### config.mk
export PLATFORM = sky130hd
export DESIGN_NAME = fetch_sequencer
export DESIGN_NICKNAME = d
export VERILOG_FILES = /design/src/rtl/fetch_sequencer_pkg.sv /design/src/rtl/fetch_sequencer_skid_fifo.sv /design/src/rtl/fetch_sequencer.sv
export SDC_FILE = /design/constraint.sdc
export NUM_CORES = 1
export LEC_CHECK = 0
export CORE_ASPECT_RATIO = 1.25
export CORE_UTILIZATION = 45
export CTS_CLUSTER_SIZE = 12
export DETAILED_ROUTE_END_ITERATION = 7
export GPL_ROUTABILITY_DRIVEN = 0
export MAX_ROUTING_LAYER = met4
export PLACE_DENSITY = 0.7
export SLEW_MARGIN = 15
export SYNTH_ARGS = -nofsm -noshare
export SYNTH_HDL_FRONTEND = slang
export SYNTH_SLANG_ARGS = --single-unit
### constraint.sdc
create_clock -name clk -period 4.58 [get_ports clk]
set_input_delay 0.458 -clock clk [delete_from_list [all_inputs] [get_ports clk]]
set_output_delay 0.458 -clock clk [all_outputs]
set_load 0.05 [all_outputs]
### src/rtl/fetch_sequencer_pkg.sv
// Shared definitions for the stage-0 fetch sequencer.
//   - default widths for code address, instruction word and age counter
//   - FSM state encoding
package fetch_sequencer_pkg;

   localparam int unsigned DEF_CODE_ADDR_WIDTH = 10;
   localparam int unsigned DEF_INSTR_WIDTH     = 64;
   localparam int unsigned DEF_COUNT_WIDTH     = 6;

   typedef enum logic [0:0] {
      FS_IDLE  = 1'b0,
      FS_FETCH = 1'b1
   } fs_state_e;

endpackage

### src/rtl/fetch_sequencer_skid_fifo.sv
// Two-entry fall-through FIFO carrying {instr, pc, age} between the code
// memory return path and the next pipeline stage.
//   clk, rst          clock, synchronous active-high reset
//   flush_i           drop all stored entries and the incoming push
//   push_i            return data valid this cycle
//   push_instr_i/pc_i returned instruction and its PC
//   pop_i             head consumed this cycle (only meaningful with vld_o)
//   vld_o, head_*_o   head entry; an empty FIFO forwards the push directly
//   count_o           number of stored entries (0..2)
module fetch_sequencer_skid_fifo #(
   parameter int DW = 64,
   parameter int AW = 10,
   parameter int CW = 6
) (
   input  logic          clk,
   input  logic          rst,
   input  logic          flush_i,
   input  logic          push_i,
   input  logic [DW-1:0] push_instr_i,
   input  logic [AW-1:0] push_pc_i,
   input  logic          pop_i,
   output logic          vld_o,
   output logic [DW-1:0] head_instr_o,
   output logic [AW-1:0] head_pc_o,
   output logic [CW-1:0] head_age_o,
   output logic [1:0]    count_o
);

   localparam logic [CW-1:0] AGE_MAX = '1;
   localparam logic [CW-1:0] AGE_ONE = CW'(1);

   function automatic logic [CW-1:0] age_inc(input logic [CW-1:0] a);
      return (a == AGE_MAX) ? a : a + 1'b1;
   endfunction

   logic [DW-1:0] instr_q [2];
   logic [DW-1:0] instr_d [2];
   logic [AW-1:0] pc_q    [2];
   logic [AW-1:0] pc_d    [2];
   logic [CW-1:0] age_q   [2];
   logic [CW-1:0] age_d   [2];
   logic [1:0]    count_q, count_d;

   // An entry that gets stored has already been shown for one cycle, so it
   // is written with the age it will carry on the next cycle.
   always_comb begin
      vld_o        = 1'b0;
      head_instr_o = '0;
      head_pc_o    = '0;
      head_age_o   = '0;
      if (count_q != 2'd0) begin
         vld_o        = 1'b1;
         head_instr_o = instr_q[0];
         head_pc_o    = pc_q[0];
         head_age_o   = age_q[0];
      end else if (push_i) begin
         vld_o        = 1'b1;
         head_instr_o = push_instr_i;
         head_pc_o    = push_pc_i;
         head_age_o   = AGE_ONE;
      end
   end

   always_comb begin
      instr_d = instr_q;
      pc_d    = pc_q;
      age_d   = age_q;
      count_d = count_q;
      if (flush_i) begin
         count_d = 2'd0;
      end else begin
         case (count_q)
            2'd0: begin
               if (push_i && !pop_i) begin
                  instr_d[0] = push_instr_i;
                  pc_d[0]    = push_pc_i;
                  age_d[0]   = age_inc(AGE_ONE);
                  count_d    = 2'd1;
               end
            end
            2'd1: begin
               if (pop_i && push_i) begin
                  instr_d[0] = push_instr_i;
                  pc_d[0]    = push_pc_i;
                  age_d[0]   = age_inc(AGE_ONE);
               end else if (pop_i) begin
                  count_d = 2'd0;
               end else if (push_i) begin
                  age_d[0]   = age_inc(age_q[0]);
                  instr_d[1] = push_instr_i;
                  pc_d[1]    = push_pc_i;
                  age_d[1]   = age_inc(AGE_ONE);
                  count_d    = 2'd2;
               end else begin
                  age_d[0] = age_inc(age_q[0]);
               end
            end
            2'd2: begin
               // A push cannot arrive while full: the issue credit forbids it.
               if (pop_i) begin
                  instr_d[0] = instr_q[1];
                  pc_d[0]    = pc_q[1];
                  age_d[0]   = age_inc(age_q[1]);
                  count_d    = 2'd1;
               end else begin
                  age_d[0] = age_inc(age_q[0]);
                  age_d[1] = age_inc(age_q[1]);
               end
            end
            default: count_d = 2'd0;
         endcase
      end
   end

   always_ff @(posedge clk) begin
      if (rst) begin
         count_q <= 2'd0;
         for (int i = 0; i < 2; i++) begin
            instr_q[i] <= '0;
            pc_q[i]    <= '0;
            age_q[i]   <= '0;
         end
      end else begin
         count_q <= count_d;
         instr_q <= instr_d;
         pc_q    <= pc_d;
         age_q   <= age_d;
      end
   end

   assign count_o = count_q;

endmodule

### src/rtl/fetch_sequencer.sv
// Stage-0 fetch controller: owns the PC, issues reads to the synchronous
// code memory (1-cycle latency) and hands instructions to the next stage
// over vld/rdy. Handles start, halt and branch-mispredict redirect.
//   clk, rst                  clock, synchronous active-high reset
//   start                     begin fetching at PC 0 (IDLE only)
//   halt                      flush and return to IDLE (wins over mispredict)
//   branch_mispredict/target  flush and redirect PC
//   code_addr/rd_en/rdata     code memory read port
//   instr_out/pc, ocount, vld head instruction, its PC and age
//   next_rdy                  next stage accepts the head
//   PC_en                     a read is issued and the PC advances
//   busy                      FSM is in FETCH
//
// state    | meaning
// FS_IDLE  | no reads issued; waiting for start
// FS_FETCH | issuing reads whenever a buffer credit is free
module fetch_sequencer
   import fetch_sequencer_pkg::*;
#(
   parameter int CODE_ADDR_WIDTH = DEF_CODE_ADDR_WIDTH,
   parameter int INSTR_WIDTH     = DEF_INSTR_WIDTH,
   parameter int COUNT_WIDTH     = DEF_COUNT_WIDTH
) (
   input  logic                       clk,
   input  logic                       rst,
   input  logic                       start,
   input  logic                       halt,
   input  logic                       branch_mispredict,
   input  logic [CODE_ADDR_WIDTH-1:0] branch_target,
   output logic [CODE_ADDR_WIDTH-1:0] code_addr,
   output logic                       code_rd_en,
   input  logic [INSTR_WIDTH-1:0]     code_rdata,
   output logic [INSTR_WIDTH-1:0]     instr_out,
   output logic [CODE_ADDR_WIDTH-1:0] instr_pc,
   output logic [COUNT_WIDTH-1:0]     ocount,
   output logic                       vld,
   input  logic                       next_rdy,
   output logic                       PC_en,
   output logic                       busy
);

   fs_state_e                  state_q, state_d;
   logic [CODE_ADDR_WIDTH-1:0] pc_q, pc_d;
   logic [CODE_ADDR_WIDTH-1:0] rd_pc_q;
   logic                       inflight_q;
   logic                       flush;
   logic                       push;
   logic                       pop;
   logic                       credit_ok;
   logic [1:0]                 fifo_count;

   // Stored entries plus the read in flight may never exceed the two slots.
   assign credit_ok = (fifo_count == 2'd0) || ((fifo_count == 2'd1) && !inflight_q);

   always_comb begin
      state_d    = state_q;
      pc_d       = pc_q;
      flush      = 1'b0;
      code_rd_en = 1'b0;
      case (state_q)
         FS_IDLE: begin
            if (start) begin
               state_d = FS_FETCH;
               pc_d    = '0;
            end
         end
         FS_FETCH: begin
            code_rd_en = credit_ok && !halt && !branch_mispredict;
            if (halt) begin
               flush   = 1'b1;
               state_d = FS_IDLE;
            end else if (branch_mispredict) begin
               flush = 1'b1;
               pc_d  = branch_target;
            end else if (code_rd_en) begin
               pc_d = pc_q + 1'b1;
            end
         end
         default: state_d = FS_IDLE;
      endcase
   end

   always_ff @(posedge clk) begin
      if (rst) begin
         state_q    <= FS_IDLE;
         pc_q       <= '0;
         rd_pc_q    <= '0;
         inflight_q <= 1'b0;
      end else begin
         state_q    <= state_d;
         pc_q       <= pc_d;
         rd_pc_q    <= pc_q;
         inflight_q <= code_rd_en;
      end
   end

   // Data returning during a flush belongs to the abandoned path.
   assign push = inflight_q && !flush;
   assign pop  = vld && next_rdy;

   fetch_sequencer_skid_fifo #(
      .DW (INSTR_WIDTH),
      .AW (CODE_ADDR_WIDTH),
      .CW (COUNT_WIDTH)
   ) u_fifo (
      .clk          (clk),
      .rst          (rst),
      .flush_i      (flush),
      .push_i       (push),
      .push_instr_i (code_rdata),
      .push_pc_i    (rd_pc_q),
      .pop_i        (pop),
      .vld_o        (vld),
      .head_instr_o (instr_out),
      .head_pc_o    (instr_pc),
      .head_age_o   (ocount),
      .count_o      (fifo_count)
   );

   assign code_addr = pc_q;
   assign PC_en     = code_rd_en;
   assign busy      = (state_q == FS_FETCH);

endmodule

==> results of run 1 <==
==> synthesized netlist by cell type, drive strengths merged, types with 3 or more instances <==
cell type  instances
ha                 7
nand2b             7
mux2i             79
nand3             83
clkbuf            53
o2bb2ai            5
a211oi            78
a31oi              4
a22o               6
dfxtp            184
o211ai             4
nor2b             14
nor2             100
a21oi             87
o21a               3
inv               85
o21ai             90
nand4              3
and3               9
o22ai              6
buf               44
nor3               9
a22oi              5
nand2            159
==> kinds of logic after synthesis <==
kind of cell,count (synthesis),share of synthesized area
AO/OA/AOI/OAI,297,0.223
XOR/XNOR,4,0.00382
adder cells (fa/ha/maj),7,0.00954
buffers and inverters,182,0.0836
flip-flops,184,0.401
multiplexers,81,0.0886
AND/OR/NAND/NOR,397,0.190
==> placed cells by master (no fill, tap or decap), types with 4 or more instances in the layout <==
| master | Yosys | routed |
|---|---|---|
| nor3_1 | 9 | 9 |
| clkdlybuf4s50_1 | 0 | 170 |
| inv_6 | 0 | 6 |
| a21oi_1 | 87 | 87 |
| o21ai_0 | 89 | 89 |
| nand2_1 | 159 | 159 |
| inv_1 | 85 | 85 |
| buf_4 | 5 | 8 |
| a211oi_2 | 50 | 50 |
| clkbuf_16 | 0 | 17 |
| ha_1 | 7 | 5 |
| and3_1 | 9 | 9 |
| nand2b_1 | 7 | 7 |
| a22oi_1 | 5 | 5 |
| a211oi_1 | 28 | 28 |
| nand3_1 | 83 | 82 |
| mux2i_1 | 79 | 79 |
| a22o_1 | 6 | 6 |
| nor2_1 | 100 | 98 |
| dfxtp_1 | 184 | 184 |
| nor2b_1 | 14 | 14 |
| buf_12 | 0 | 4 |
| o22ai_1 | 6 | 6 |
| o211ai_1 | 4 | 4 |
| o2bb2ai_1 | 5 | 5 |
| a31oi_1 | 4 | 4 |
==> worst paths after layout <==
path / startpoint / to / slack [ns] / depth (start not counted)
worst min-delay path: rst / u_fifo.instr_q[63] / 0.44 / 2
worst min register to register: u_fifo.instr_q[34] / u_fifo.instr_q[34] / 0.45 / 2
worst max-delay path: u_fifo.count_o[0] / instr_out[18] / 0.98 / 6
worst max register to register: u_fifo.count_o[0] / u_fifo.age_q[8] / 1.64 / 8
==> flip-flops by register name (all words and copies together), names as in the netlist <==
signal	flops
u_fifo.age_q	12
u_fifo.instr_q	128
busy	1
code_addr	10
rd_pc_q	10
u_fifo.count_o	2
inflight_q	1
u_fifo.pc_q	20
==> routing by layer <==
layer / global-route usage / part of all wire
met5: - / 0
met4: 0.0835 / 0.023
met3: 0.0343 / 0.042
met2: 0.368 / 0.50
met1: 0.255 / 0.44
==> where the power goes <==
group	total (mW)	leakage, nW	switching (mW)	internal (mW)
combinational	0.474	1.79	0.286	0.188
sequential	1.68	1.49	0.0304	1.65
clock	1.53	0.303	0.683	0.844
==> worst max-delay path, stage by stage, from the launching register on <==
cell and delay [ns]:
dfxtp_1 0.34, inv_1 0.21, ha_4 0.66, buf_12 0.36, nand3_1 0.11, o21ai_0 0.12
clkdlybuf4s50_1 0.86
==> metrics by stage <==
| step | std cells | util | cell area [um2] | hold WS, ns |
|---|---|---|---|---|
| global placement | 1508 | 0.548 | 11000 | 0.441 |
| detailed placement | 1508 | 0.548 | 11000 | 0.446 |
| global route | 1540 | 0.579 | 11600 | 0.446 |
| floorplan | 1152 | - | 9180 | 0.436 |
| CTS | 1540 | 0.579 | 11600 | 0.422 |
| finish | 1540 | 0.579 | 11600 | 0.438 |
==> area by class of cell <==
| class | count | area (um2) | share of cell area |
|---|---|---|---|
| Clock inverter | 14 | 178 | 0.0153 |
| Sequential cell | 184 | 3680 | 0.318 |
| Inverter | 85 | 319 | 0.0275 |
| Multi-Input combinational cell | 786 | 4780 | 0.412 |
| Clock buffer | 18 | 439 | 0.0379 |
| Tap cell | 270 | 338 | 0.0292 |
| Timing Repair Buffer | 183 | 1850 | 0.160 |
==> results.tsv, run 1 <==
metric	value	unit
area_growth	26.3	%
synth_fp_nets	1239	
grt.total_usage	0.217	
max_freq	0.277	GHz
grt_overflow	0	
drv_cap	0	
place_ws	1.13	ns
cts_num_sinks	184	
period_needed	3.60	ns
coreArea	20000	um2
synth_top_area_frac	0.401	
wl_per_cell	14.2	um
antenna_found_initial	0	
wl	21.8	mm
synth_edf_count	0	
final_hold_viol_count	0	
layout.nets	1344	
cts-root-buf	clkbuf_16	
worst_ep_required_time	4.12	ns
dpl.hpwl	13.9	mm
powerDensity	318	nW/um2
setup_tns	0	ns
synth_seq_area_share	0.401	
postCtsSetupBuffers	0	
post-route-period-util	0.787	
die_w	130	um
ios	174	
setup-violations-final	0	
first_global_vias	7303	
cp_max_fo	88	
h-tree-depth	4	
antennaDiodeCount	0	
drive_gt1_frac	0.0827	
worstPathArrival	3.15	ns
power	3.69	mW
viasPerCell	5.25	
status	complete, no violations	
clk_path_buf_depth	2	
cts_hold_buffers	0	
ys_top_cells_by_area	dfxtp_1, mux2i_1, a211oi_2	
drt_iter0_drc	454	
num_rows	58	
synthArstFlopShare	0	
dr.pass1.iters	5	
maxSlewHeadroom	0.335	
port_buffers	173	
die-area	21000	um2
vdd_drop_max	0.282	mV
leakage	3.58	nW
clk_latency	0.44	ns
worst-setup-path-type	flop to output port	
drc	0	
grt_setup_unrepaired	false	
grt_max_degree	149	
hold_class	input pin to flop	
yosysUniqueCellTypes	49	
path_clk_slew	0.07	ns
cts_buffers	17	
grt_pass1_wl	35.4	mm
vias	8079	
fin_skew	0.0134	ns
avgSynthCellArea	7.97	um2
yosys_warnings	0	
dieHeight	162	um
crit_path_start_kind	flop	
ant_nets	0	
syn-instance-count	1152	
cts-resized-gates	0	
syn_area	9180	um2
final_max_slew_viol_count	0	
worst_slew_pin_slew	0.994	ns
synth_seq_cells	184	
n_fill_cell	1874	
ys.flop_type	dfxtp_1	
yosys.area.top_type	dfxtp_1	
start_util	0.458	
final.setup.worst_slack	0.976	ns
cts_tree	built	
endpoint_kind	output port	
No activity file was read; power rests on OpenSTA's default activity.
==> run 2: changes to the inputs <==
- clock period: 4.58 -> 3.45 ns (I/O delays scaled with it)
==> run 2 against run 1 <==
  * Utilization rose by 3.6 points
  * Cell count barely moved
  * Clock skew fell by 0.0054 ns
  * Design area rose by 6.2%
  * Via count rose by 1.3%
  * Global-route usage rose by 1.3 points
  * Critical path type unchanged
==> results.tsv, run 2 (synthesized netlist as in run 1, its figures left out) <==
metric	value	unit
status	complete, no violations	
ff2ff_setup_slack	0.87	ns
dr.pass1.iters	4	
cts_hold_buffers	0	
leakage	3.93	nW
power	4.82	mW
vias	8184	
setup-violations-final	0	
final_hold_viol_count	0	
cts-root-buf	clkbuf_16	
ios	174	
r2r_start	u_fifo.count_o[0]	
dieHeight	162	um
num_rows	58	
cts_buffers	17	
cts_tree	built	
n_fill_cell	1789	
grt_overflow	0	
h-tree-depth	4	
dpl.hpwl	14.4	mm
final_max_slew_viol_count	0	
cts-resized-gates	0	
wl	22.8	mm
endpoint_kind	output port	
post-place-cells	1509	
hold_depth	2	
drc	0	
first_global_vias	7601	
maxSlewHeadroom	0.387	
area_growth	34.1	%
grt_pass1_wl	37.8	mm
powerDensity	392	nW/um2
drt_iter0_drc	617	
crit_path_start_kind	flop	
path_cells	inv_1, ha_4, nor2_1, nor3_1, clkdlybuf4s50_1	
crit_slowest_cell	clkdlybuf4s50_1	
grt.total_usage	0.230	
cts_num_sinks	184	
die_w	130	um
largest_reg_flops	128	
antenna_found_initial	0	
worstPathArrival	2.78	ns
wl_per_cell	14.8	um
setup_tns	0	ns
grt_setup_unrepaired	false	
clk_latency	0.43	ns
final_cell_mix	dfxtp_1, nand2_1, nor2_1, clkdlybuf4s50_1, o21ai_0	
worst-setup-path-type	flop to output port	
max_freq	0.320	GHz
fin_cells	1541	
cpPeakStageDelay	0.85	ns
worst_slew_pin_slew	0.919	ns
post-route-period-util	0.906	
ant_nets	0	
layout.nets	1345	
period_needed	3.12	ns
top_regs	u_fifo.instr_q (128), u_fifo.pc_q (20), u_fifo.age_q (12)	
path_clk_slew	0.08	ns
worst_ep_required_time	3.11	ns
clk_path_buf_depth	2	
multi_input_comb_area	4780	um2
min-delay-start	rst	
vdd_drop_max	0.337	mV
holdPathEnd	code_addr[2]	
layout_commonest_cell	dfxtp_1	
postCtsSetupBuffers	0	
reg2reg_depth	7	
top_register	u_fifo.instr_q	
start_util	0.458	
die-area	21000	um2
fin_skew	0.00800	ns
grt_max_degree	117	
antennaDiodeCount	0	
hold_class	input pin to flop	
viasPerCell	5.31	
port_buffers	173	
drv_cap	0	
drive_gt1_frac	0.142	
cp_max_fo	62	
seqCellArea	3680	um2
worstReg2RegEnd	u_fifo.age_q[1]	
coreArea	20000	um2
==> run 2: changes by cell type in the layout (fill, tap and decap cells not counted) <==
cell	delta
buf_12	+75
clkinv_4	-2
bufinv_16	-2
clkdlybuf4s50_1	-74
inv_6	-1
clkbuf_8	-1
clkinv_2	+2
clkinv_8	+1
inv_8	+3
==> run 2: how the worst max path moves through the flow <==
stage / to / from / depth (start not counted)
floorplan: code_rd_en / u_fifo.count_o[0] / 6
global placement: u_fifo.instr_q[109] / next_rdy / 7
detailed placement: u_fifo.instr_q[85] / next_rdy / 7
CTS: code_rd_en / u_fifo.count_o[0] / 5
global route: PC_en / u_fifo.count_o[0] / 5
finish: code_rd_en / u_fifo.count_o[0] / 5
==> run 2: routing by layer <==
layer,GRT usage,share of wire,vias up,wire (um)
li1,-,-,4152,-
met1,0.282,0.44,3826,10100
met2,0.378,0.49,179,11200
met3,0.0514,0.051,27,1160
met4,0.0624,0.015,0,332
met5,-,0,-,0
==> run 2: critical path, delay by kind of cell (launching register included) <==
family                     cells  cell delay [ns]
buffers and inverters          2             1.05
adders and majority gates      1             0.57
and+or+nand+nor                2             0.38
DFF                            1             0.34
==> run 2: where the power goes <==
group	switching, mW	total [mW]	internal, mW
clock network	0.933	1.90	0.969
registers	0.0420	2.24	2.20
logic	0.391	0.681	0.289
==> run 2: area by class of cell <==
class	instances	share of cell area
clock buffers	17	0.0346
multi-input cells	786	0.388
repair buffers	184	0.212
inverters	85	0.0259
clock inverters	15	0.0123
flip-flops and latches	184	0.299
well taps	270	0.0274
==> run 2: per-stage QoR <==
step	cell area (um2)	hold WS (ns)	setup slack (ns)	util
floorplan	9180	0.436	0.719	-
global placement	11700	0.441	0.781	0.586
detailed placement	11700	0.446	0.702	0.586
CTS	12300	0.318	0.266	0.615
global route	12300	0.350	0.121	0.615
finish	12300	0.332	0.326	0.615
